## src/rtl/dot_acc_pkg.sv

```systemverilog
// Shared types and constants for the dot_acc streaming accumulator.
package dot_acc_pkg;

    localparam int PROD_W    = 32;
    localparam int DEF_ACC_W = 40;
    localparam int DEF_CNT_W = 8;

    // ST_ACCUM: accepting beats; ST_STALL: finished frame parked in acc, waiting for output slot
    typedef enum logic {
        ST_ACCUM = 1'b0,
        ST_STALL = 1'b1
    } state_e;

endpackage

```

## src/rtl/dot_acc_sat_add.sv

```systemverilog
// Unsigned saturating adder: ACC_W accumulator plus zero-extended 32-bit product.
module sat_add
    import dot_acc_pkg::*;
#(
    parameter int ACC_W = DEF_ACC_W
) (
    input  logic [ACC_W-1:0]  a,
    input  logic [PROD_W-1:0] b,
    output logic [ACC_W-1:0]  sum,
    output logic              ovf
);

    logic [ACC_W:0] full;

    // One extra bit catches the carry-out; any carry clamps the result to all-ones.
    always_comb begin
        full = {1'b0, a} + {{(ACC_W + 1 - PROD_W){1'b0}}, b};
        ovf  = full[ACC_W];
        sum  = ovf ? {ACC_W{1'b1}} : full[ACC_W-1:0];
    end

endmodule

```

## src/rtl/dot_acc.sv

```systemverilog
// Frame accumulator behind the 16x16 multiplier: sums products until a last
// beat, then hands the saturated sum, beat count and sat flag to a one-entry
// output register. A finished frame that finds the output busy parks in the
// accumulator (STALL) and input is held off until it moves out.
//
// state    | meaning
// ST_ACCUM | prod_ready_o = 1, summing beats of the current frame
// ST_STALL | prod_ready_o = 0, acc/cnt/sat hold a finished frame
module dot_acc
    import dot_acc_pkg::*;
#(
    parameter int ACC_W = DEF_ACC_W,
    parameter int CNT_W = DEF_CNT_W
) (
    input  logic              clk,
    input  logic              rst_n,
    input  logic [PROD_W-1:0] prod_i,
    input  logic              prod_valid_i,
    input  logic              prod_last_i,
    output logic              prod_ready_o,
    output logic [ACC_W-1:0]  res_o,
    output logic [CNT_W-1:0]  res_cnt_o,
    output logic              res_sat_o,
    output logic              res_valid_o,
    input  logic              res_ready_i
);

    localparam logic [CNT_W-1:0] CNT_MAX = {CNT_W{1'b1}};

    state_e           state_q, state_d;
    logic [ACC_W-1:0] acc_q, acc_d;
    logic [CNT_W-1:0] cnt_q, cnt_d;
    logic             sat_q, sat_d;
    logic [ACC_W-1:0] res_q, res_d;
    logic [CNT_W-1:0] res_cnt_q, res_cnt_d;
    logic             res_sat_q, res_sat_d;
    logic             res_valid_q, res_valid_d;

    logic [ACC_W-1:0] nsum;
    logic             ovf;
    logic [CNT_W-1:0] cnt_inc;
    logic             beat_acc;
    logic             out_free;
    logic             load;

    sat_add #(
        .ACC_W (ACC_W)
    ) u_sat_add (
        .a   (acc_q),
        .b   (prod_i),
        .sum (nsum),
        .ovf (ovf)
    );

    // Ready depends on registered state only, so res_ready_i never reaches prod_ready_o.
    assign prod_ready_o = (state_q == ST_ACCUM);
    assign beat_acc     = prod_valid_i && prod_ready_o;
    assign out_free     = !res_valid_q || res_ready_i;
    assign cnt_inc      = (cnt_q == CNT_MAX) ? cnt_q : cnt_q + CNT_W'(1);

    assign res_o       = res_q;
    assign res_cnt_o   = res_cnt_q;
    assign res_sat_o   = res_sat_q;
    assign res_valid_o = res_valid_q;

    // Next-state, accumulator update and output-register load decision.
    always_comb begin
        state_d   = state_q;
        acc_d     = acc_q;
        cnt_d     = cnt_q;
        sat_d     = sat_q;
        res_d     = res_q;
        res_cnt_d = res_cnt_q;
        res_sat_d = res_sat_q;
        load      = 1'b0;

        unique case (state_q)
            ST_ACCUM: begin
                if (beat_acc) begin
                    if (prod_last_i && out_free) begin
                        res_d     = nsum;
                        res_cnt_d = cnt_inc;
                        res_sat_d = sat_q | ovf;
                        load      = 1'b1;
                        acc_d     = '0;
                        cnt_d     = '0;
                        sat_d     = 1'b0;
                    end else begin
                        acc_d = nsum;
                        cnt_d = cnt_inc;
                        sat_d = sat_q | ovf;
                        if (prod_last_i) begin
                            state_d = ST_STALL;
                        end
                    end
                end
            end
            ST_STALL: begin
                if (out_free) begin
                    res_d     = acc_q;
                    res_cnt_d = cnt_q;
                    res_sat_d = sat_q;
                    load      = 1'b1;
                    acc_d     = '0;
                    cnt_d     = '0;
                    sat_d     = 1'b0;
                    state_d   = ST_ACCUM;
                end
            end
        endcase

        // A load in the same cycle as a drain keeps the slot full with new data.
        res_valid_d = load | (res_valid_q & ~res_ready_i);
    end

    // State and datapath registers with asynchronous active-low reset.
    always_ff @(posedge clk or negedge rst_n) begin
        if (!rst_n) begin
            state_q     <= ST_ACCUM;
            acc_q       <= '0;
            cnt_q       <= '0;
            sat_q       <= 1'b0;
            res_q       <= '0;
            res_cnt_q   <= '0;
            res_sat_q   <= 1'b0;
            res_valid_q <= 1'b0;
        end else begin
            state_q     <= state_d;
            acc_q       <= acc_d;
            cnt_q       <= cnt_d;
            sat_q       <= sat_d;
            res_q       <= res_d;
            res_cnt_q   <= res_cnt_d;
            res_sat_q   <= res_sat_d;
            res_valid_q <= res_valid_d;
        end
    end

endmodule

```

## config.mk

```make
export PLATFORM = sky130hd
export DESIGN_NAME = dot_acc
export DESIGN_NICKNAME = d
export VERILOG_FILES = /design/src/rtl/dot_acc_pkg.sv /design/src/rtl/dot_acc_sat_add.sv /design/src/rtl/dot_acc.sv
export SDC_FILE = /design/constraint.sdc
export NUM_CORES = 1
export LEC_CHECK = 0
export BUFFER_PORTS_ARGS = -buffer_cell sky130_fd_sc_hd__buf_2
export CAP_MARGIN = 20
export CORE_MARGIN = 2
export CORE_UTILIZATION = 25
export DETAILED_ROUTE_END_ITERATION = 6
export PLACE_DENSITY = 0.52
export SLEW_MARGIN = 5
export SYNTH_ARGS = -nofsm -noshare
export SYNTH_HDL_FRONTEND = slang
export SYNTH_SLANG_ARGS = --single-unit
```

## constraint.sdc

```tcl
create_clock -name clk -period 8.02 [get_ports clk]
set_clock_uncertainty 0.2 [all_clocks]
set_input_delay 0.401 -clock clk [delete_from_list [all_inputs] [get_ports clk]]
set_output_delay 0.401 -clock clk [all_outputs]
set_load 0.1 [all_outputs]
```

==> Word-level counts from Yosys, hierarchy flattened <==
Index checks and enable logic that the tools add are counted.
{ "totals": {"reg_bits": 100, "output_inout_bits": 51, "word_cells": 60} }
{ "classes": {"addsub": 2, "eq_ne": 4, "muxes": 35, "bitwise": 5, "n_reduce_logical": 6} }
{ "op_table": {"columns": ["op", "n"], "rows": [
  ["40-bit two-way mux", 7],
  ["40-bit case mux with 2 select lines", 2],
  ["8-bit two-way mux", 7],
  ["40-bit by 32-bit adder with 41-bit output", 1],
  ["8-bit case mux with 2 select lines", 2],
  ["1-bit two-way mux", 13],
  ["8-bit by 1-bit adder with 8-bit output (second input constant)", 1],
  ["8-bit equality test (second input constant)", 1],
  ["1-bit case mux with 2 select lines", 4],
  ["2-bit by 1-bit != test with 1-bit output (second input constant)", 3],
  ["3-bit AND reduction", 1],
  ["1-bit logical AND", 2],
  ["1-bit NOT", 2],
  ["1-bit bitwise OR", 2],
  ["2-bit AND reduction", 1],
  ["1-bit AND", 1],
  ["1-bit zero test", 1],
  ["1-bit logical OR", 1]
]} }

==> Logic depth before layout (Yosys ltp) <==
{ "depth": {"ltp_word": 7, "ltp_mapped": 11, "depth_no_buf": 10} }

==> By module <==
A second synthesis with hierarchy kept.
{ "unflattened": {"cells_unflattened": 745, "hier_area_um2": 6525.0} }
{ "by_module_without_submodules": {"columns": ["module", "n_inst", "cells_each", "area_per_inst_um2"], "rows": [
  ["dot_acc", 1, 422, 4365.4],
  ["sat_add", 1, 323, 2159.6]
]} }

==> Worst setup path before layout <==
OpenSTA, ideal clock, no wires.
{ "synth_timing": {"kind": "input to register", "from": "input port prod_i[0]", "to": "register res_q[37] (netlist: res_o[37])", "t_arrival_ns": 2.841, "required_ns": 7.679, "setup_slack_ns": 4.838, "cell_stages": 10, "path_buffers": 0, "path_cell_list": "ha_1 -> fa_1 -> a211oi_1 -> nor2_1 -> a41o_1 -> o211a_1 -> o21ai_1 -> nand3_1 -> o311ai_1 -> o211ai_1"} }
{ "synth_between": {"elab_chain_len": 5} }
{ "synth_rtl": {"columns": ["element", "line_no", "source"], "rows": [
  ["start, declared", "dot_acc.sv:17", "input logic [PROD_W-1:0] prod_i,"],
  ["40-bit by 32-bit adder with 41-bit output", "dot_acc_sat_add.sv:17", "full = {1'b0, a} + {{(ACC_W + 1 - PROD_W){1'b0}}, b};"],
  ["40-bit two-way mux", "dot_acc_sat_add.sv:19", "sum = ovf ? {ACC_W{1'b1}} : full[ACC_W-1:0];"],
  ["40-bit two-way mux", "dot_acc.sv:80", "if (prod_last_i && out_free) begin"],
  ["40-bit two-way mux", "dot_acc.sv:79", "if (beat_acc) begin"],
  ["40-bit case mux with 2 select lines", "dot_acc.sv:77", "unique case (state_q)"],
  ["end signal, assigned", "dot_acc.sv:132", "res_q <= res_d;"],
  ["end, declared", "dot_acc.sv:34", "logic [ACC_W-1:0] res_q, res_d;"]
]} }
Every way passes these cells. The select of a mux whose other input is x is not followed.
A chain may end at the register's enable or synchronous reset.

==> Worst setup path after layout <==
{ "layout_timing": {"from": "register acc_q[0]", "to": "register res_q[18] (netlist: res_o[18])"} }
{ "layout_between": {"elab_chain_len": 5} }
{ "layout_rtl": {"columns": ["element", "line_no", "source"], "rows": [
  ["start, declared", "dot_acc.sv:31", "logic [ACC_W-1:0] acc_q, acc_d;"],
  ["start signal, assigned", "dot_acc.sv:120", "acc_q <= '0;"],
  ["start signal, assigned", "dot_acc.sv:129", "acc_q <= acc_d;"],
  ["40-bit by 32-bit adder with 41-bit output", "dot_acc_sat_add.sv:17", null],
  ["40-bit two-way mux", "dot_acc_sat_add.sv:19", null],
  ["40-bit two-way mux", "dot_acc.sv:80", null],
  ["40-bit two-way mux", "dot_acc.sv:79", null],
  ["40-bit case mux with 2 select lines", "dot_acc.sv:77", null]
]} }
Every way passes these cells. The select of a mux whose other input is x is not followed.

==> summary.md <==
| Metric | Value |
|---|---|
| Status | `finished with violations` |
| Failing checks | `DRC` |
| Syn_area_per_cell | `approximately 8.1 um^2` |
| R2r startpoint | `acc_q[0]` |
| Worst-Margin Slew | `0.800 ns` |
| Critical Path Source | `acc_q[0]` |
| Yosys synthesis warning count | `0` |
| Post-route setup slack | `approximately 4.3 ns` |
| Vias in the first global route | `5979` |
| Largest family of logic cells by synthesized area | `compound AO/OA/AOI/OAI gates` |
| Period Utilization, post-route | `approximately 47%` |
| Crit-path leading delay family | `compound AO/OA/AOI/OAI gates` |
| Die width | `167 um` |
| CP Max Fanout | `55` |
| Post-route DRC | `10` |
| Register area share after synthesis | `a little under two fifths` |
| Fraction of registers with async set/reset | `100%` |
| Synthesized area | `0.00667 mm^2` |
| Yosys cell types | `77` |
| Static Leak | `3.57 nW` |
| Antenna-violating nets left | `0` |
| Syn-to-layout area delta | `15.0%` |
| Fin util | `29.3%` |
| Mapped Nets | `889` |
| Starting Density | `25.5%` |
| Clock power share | `14.8%` |
| Slew Viols, Final | `0` |
| Simple-gate share of the synthesized area | `21.1%` |
| Synth area leaders | `dfrtp_1, o21ai_0, nand2_1, ha_1, a21oi_1` |
| Critical path data arrival time | `3.80 ns` |
| CTS tree | `done` |
| Max Cap Violations | `0` |
| Yosys top cell area share | `~38%` |
| DIE AREA | `0.0280 mm^2` |
| Row count | `59` |
| Post-synthesis xor/xnor area fraction | `roughly 3.4%` |
| Number of iterations in the first detailed-routing pass | `7` |
| Final wirelength | `~21 mm` |
| Slowest cell on crit path | `o21bai_1` |
| Final setup TNS | `0 ns` |
| GRT Total Usage | `15.2%` |
| CTS sink count | `100` |
| Min-delay worst type | `input pin to register` |
| Die Y | `~170 um` |
| Setup Fix Bufs, Post-CTS | `0` |
| Internal power | `~1.4 mW` |
| 1st-iter DRT viols | `375` |
| Leading area contributor after synthesis | `dfrtp_1` |
| Global placer's final weighted congestion | `0.870` |
| Antenna violations before repair | `0` |
| Post-Syn Instances | `between 800 and 900` |
| Buffers on Ports | `just under 90` |
| Worst-path clk slew | `0.07 ns` |
| Minimum clock period | `~3.8 ns` |
| Post-place setup slack | `4.19 ns` |
| Final hold violation count | `0` |
| Grt total ovfl | `0` |
| Crit path capture type | `register` |
| Pin count of the biggest net entering global routing | `56` |
| WP data required | `8.05 ns` |
| First-pass GRT wire length | `33.6 mm` |
| RSZ-0062 raised after global routing | `no` |
| Critical setup path kind | `register to register` |
| Main synth FF type | `dfrtp_1` |
| Finish-stage setup viols | `0` |
| Crit path launch type | `register` |
| Maximum clock path buffer count | `2` |
| I/O pins | `88` |
| Core Region | `between 0.02 and 0.03 mm^2` |
| Crit-path max cell delay | `between 0.4 and 0.5 ns` |
| Final #Nets | `946` |
| Relative slew slack | `about 47%` |
| Sw power | `1.68 mW` |
| Synth Area in Compound Gates | `25.9%` |
| CP Cell Sequence | `ha_1 > fa_1 > a211oi_1 > nor2_1 > a41o_1 > o211a_1 > o21bai_1 > a21oi_4 > buf_4 > o311ai_0 > nand2_1` |
| Mux contribution to synthesized area | `less than 1%` |
| Skew-Pair Late Insertion Delay | `0.36 ns` |
| DR WL/cell | `17.1 um` |
| Share of cells above drive strength 1 | `between 10% and 20%` |
| Register share of total power | `about 26%` |
| Number of synthesized register bits | `100` |
| Vias/cell | `5.02` |
| Pwr/cell area | `~400 mW/mm^2` |
| WP buf/inv | `1` |
| Synth Area in Adders | `6.50%` |
| Root Driver | `clkbuf_16` |
| Sw frac | `between 50% and 60%` |
| EDFF count, synth | `0` |
| Via count | `6103` |
| Comb pwr share | `59.5%` |
| Peak VDD IR | `0.158 mV` |
| Total CTS buffers | `9` |
| # H-tree levels | `3` |
| Min-delay src | `prod_last_i` |
| Fmax achieved | `0.266 GHz` |
| DP Wirelength | `14.9 mm` |
-- routing by layer --
layer,share of wire [%],vias up,GRT usage (%),routed length (um)
met5,0,-,0,0
met4,1.1,0,3.33,220
met3,4.6,13,3.00,957
met2,45,117,23.9,9400
met1,49,2911,21.8,10300
li1,-,3062,-,-
-- power by group through the flow --
stage	clock (mW)	combinational [mW]	sequential, mW
2_1_floorplan	0	0.861	1.39
3_3_place_gp	0	1.82	0.796
3_5_place_dp	0	1.82	0.801
4_1_cts	0.465	1.83	0.791
5_1_grt	0.488	1.99	0.811
6_report	0.452	1.82	0.789
-- stage by stage --
step                      std cells  instance area (um^2)  power (mW)  hold WS (ns)
after global placement         1198                  7360        2.62         0.261
after detailed placement       1198                  7360        2.62         0.265
after CTS                      1215                  7660        3.08         0.148
after floorplan                 818                  6670        2.25       -0.0946
after global routing           1215                  7660        3.29         0.179
final                          1216                  7670        3.06         0.160
-- flip-flops by register name, summed over array words and instances (netlist names) --
register     cells
acc_q           40
cnt_q            8
res_cnt_o        8
res_o           40
res_sat_o        1
res_valid_o      1
sat_q            1
state_q          1
-- logic make-up (layout without fill, tap and decap cells) --
family	count (synthesis)	after routing
other cells	0	1
buf+inv	71	133
xor+xnor	26	26
simple gates	298	298
fa+ha+maj	34	34
compound gates	283	283
mux	6	6
flops	100	100
-- cell usage in the layout, fill, tap and decap left out, types with 4 or more instances in the layout --
master	n
xnor2_1	16
buf_4	10
nand2_1	138
a21oi_1	65
inv_1	19
clkinvlp_4	4
o21ai_0	110
a211oi_1	7
o31ai_1	11
o21ai_1	15
mux2i_1	5
nor4_1	4
or3_1	5
a31oi_1	6
o21bai_1	8
o21a_1	4
nand3_1	20
dfrtp_1	100
and2_1	4
a22o_1	4
nand2b_1	7
xor2_1	10
nand4_1	12
and3_1	15
clkbuf_16	9
a21o_1	13
nor2_1	40
nor3_1	30
nand3b_1	5
o2bb2ai_1	4
buf_2	86
ha_1	33
-- worst paths after layout --
kind	end	slack, ns	cells past startpoint
worst max-delay path	res_o[18]	4.26	11
worst min-delay path	res_valid_o	0.16	3
worst max register to register	res_o[18]	4.26	11
worst min register to register	res_o[33]	0.28	2
max in group asynchronous	acc_q[22]	6.03	3
min in group asynchronous	acc_q[0]	0.43	2
-- worst reg2reg max path, stage by stage (launching register included) --
cell      delay, ns
dfrtp_1        0.41
ha_1           0.23
fa_1           0.42
a211oi_1       0.33
nor2_1         0.11
a41o_1         0.29
o211a_1        0.29
o21bai_1       0.44
a21oi_4        0.08
buf_4          0.29
o311ai_0       0.45
nand2_1        0.08
-- timing repair --
item,4_1_cts,5_1_grt
hold buffers,1,0
endpoints found under the hold margin,49,0
resized for setup,0,0
-- cell usage after synthesis (3+ instances only) --
cell / count
clkbuf_1: 40
and3_1: 15
buf_6: 3
o2bb2ai_1: 4
nand3b_1: 5
o311ai_0: 3
nor2b_1: 3
nand3_1: 20
a21o_2: 3
nand4_1: 12
a21oi_1: 65
nor4_1: 4
o21ai_1: 15
nor3_1: 30
o211ai_1: 3
or3_1: 5
a31oi_1: 6
ha_1: 33
o31ai_1: 11
mux2i_1: 5
nand2b_1: 7
nor2_1: 40
xor2_1: 10
o21a_1: 4
inv_1: 19
buf_2: 3
a22o_1: 4
o21ai_0: 110
a21o_1: 13
xnor2_1: 16
and2_1: 4
a211oi_1: 7
o21bai_1: 8
nand2_1: 138
dfrtp_1: 100
-- layout make-up --
type / count / area (um^2)
antenna: 1 / 2.50
clock buffer: 10 / 229
clock inverter: 6 / 65.1
fill: 2874 / 18500
inverter: 20 / 75.1
multi-input combinational: 647 / 3860
sequential: 100 / 2500
tap: 335 / 419
timing repair buffer: 97 / 515
Power figures use the tool's default switching activity.
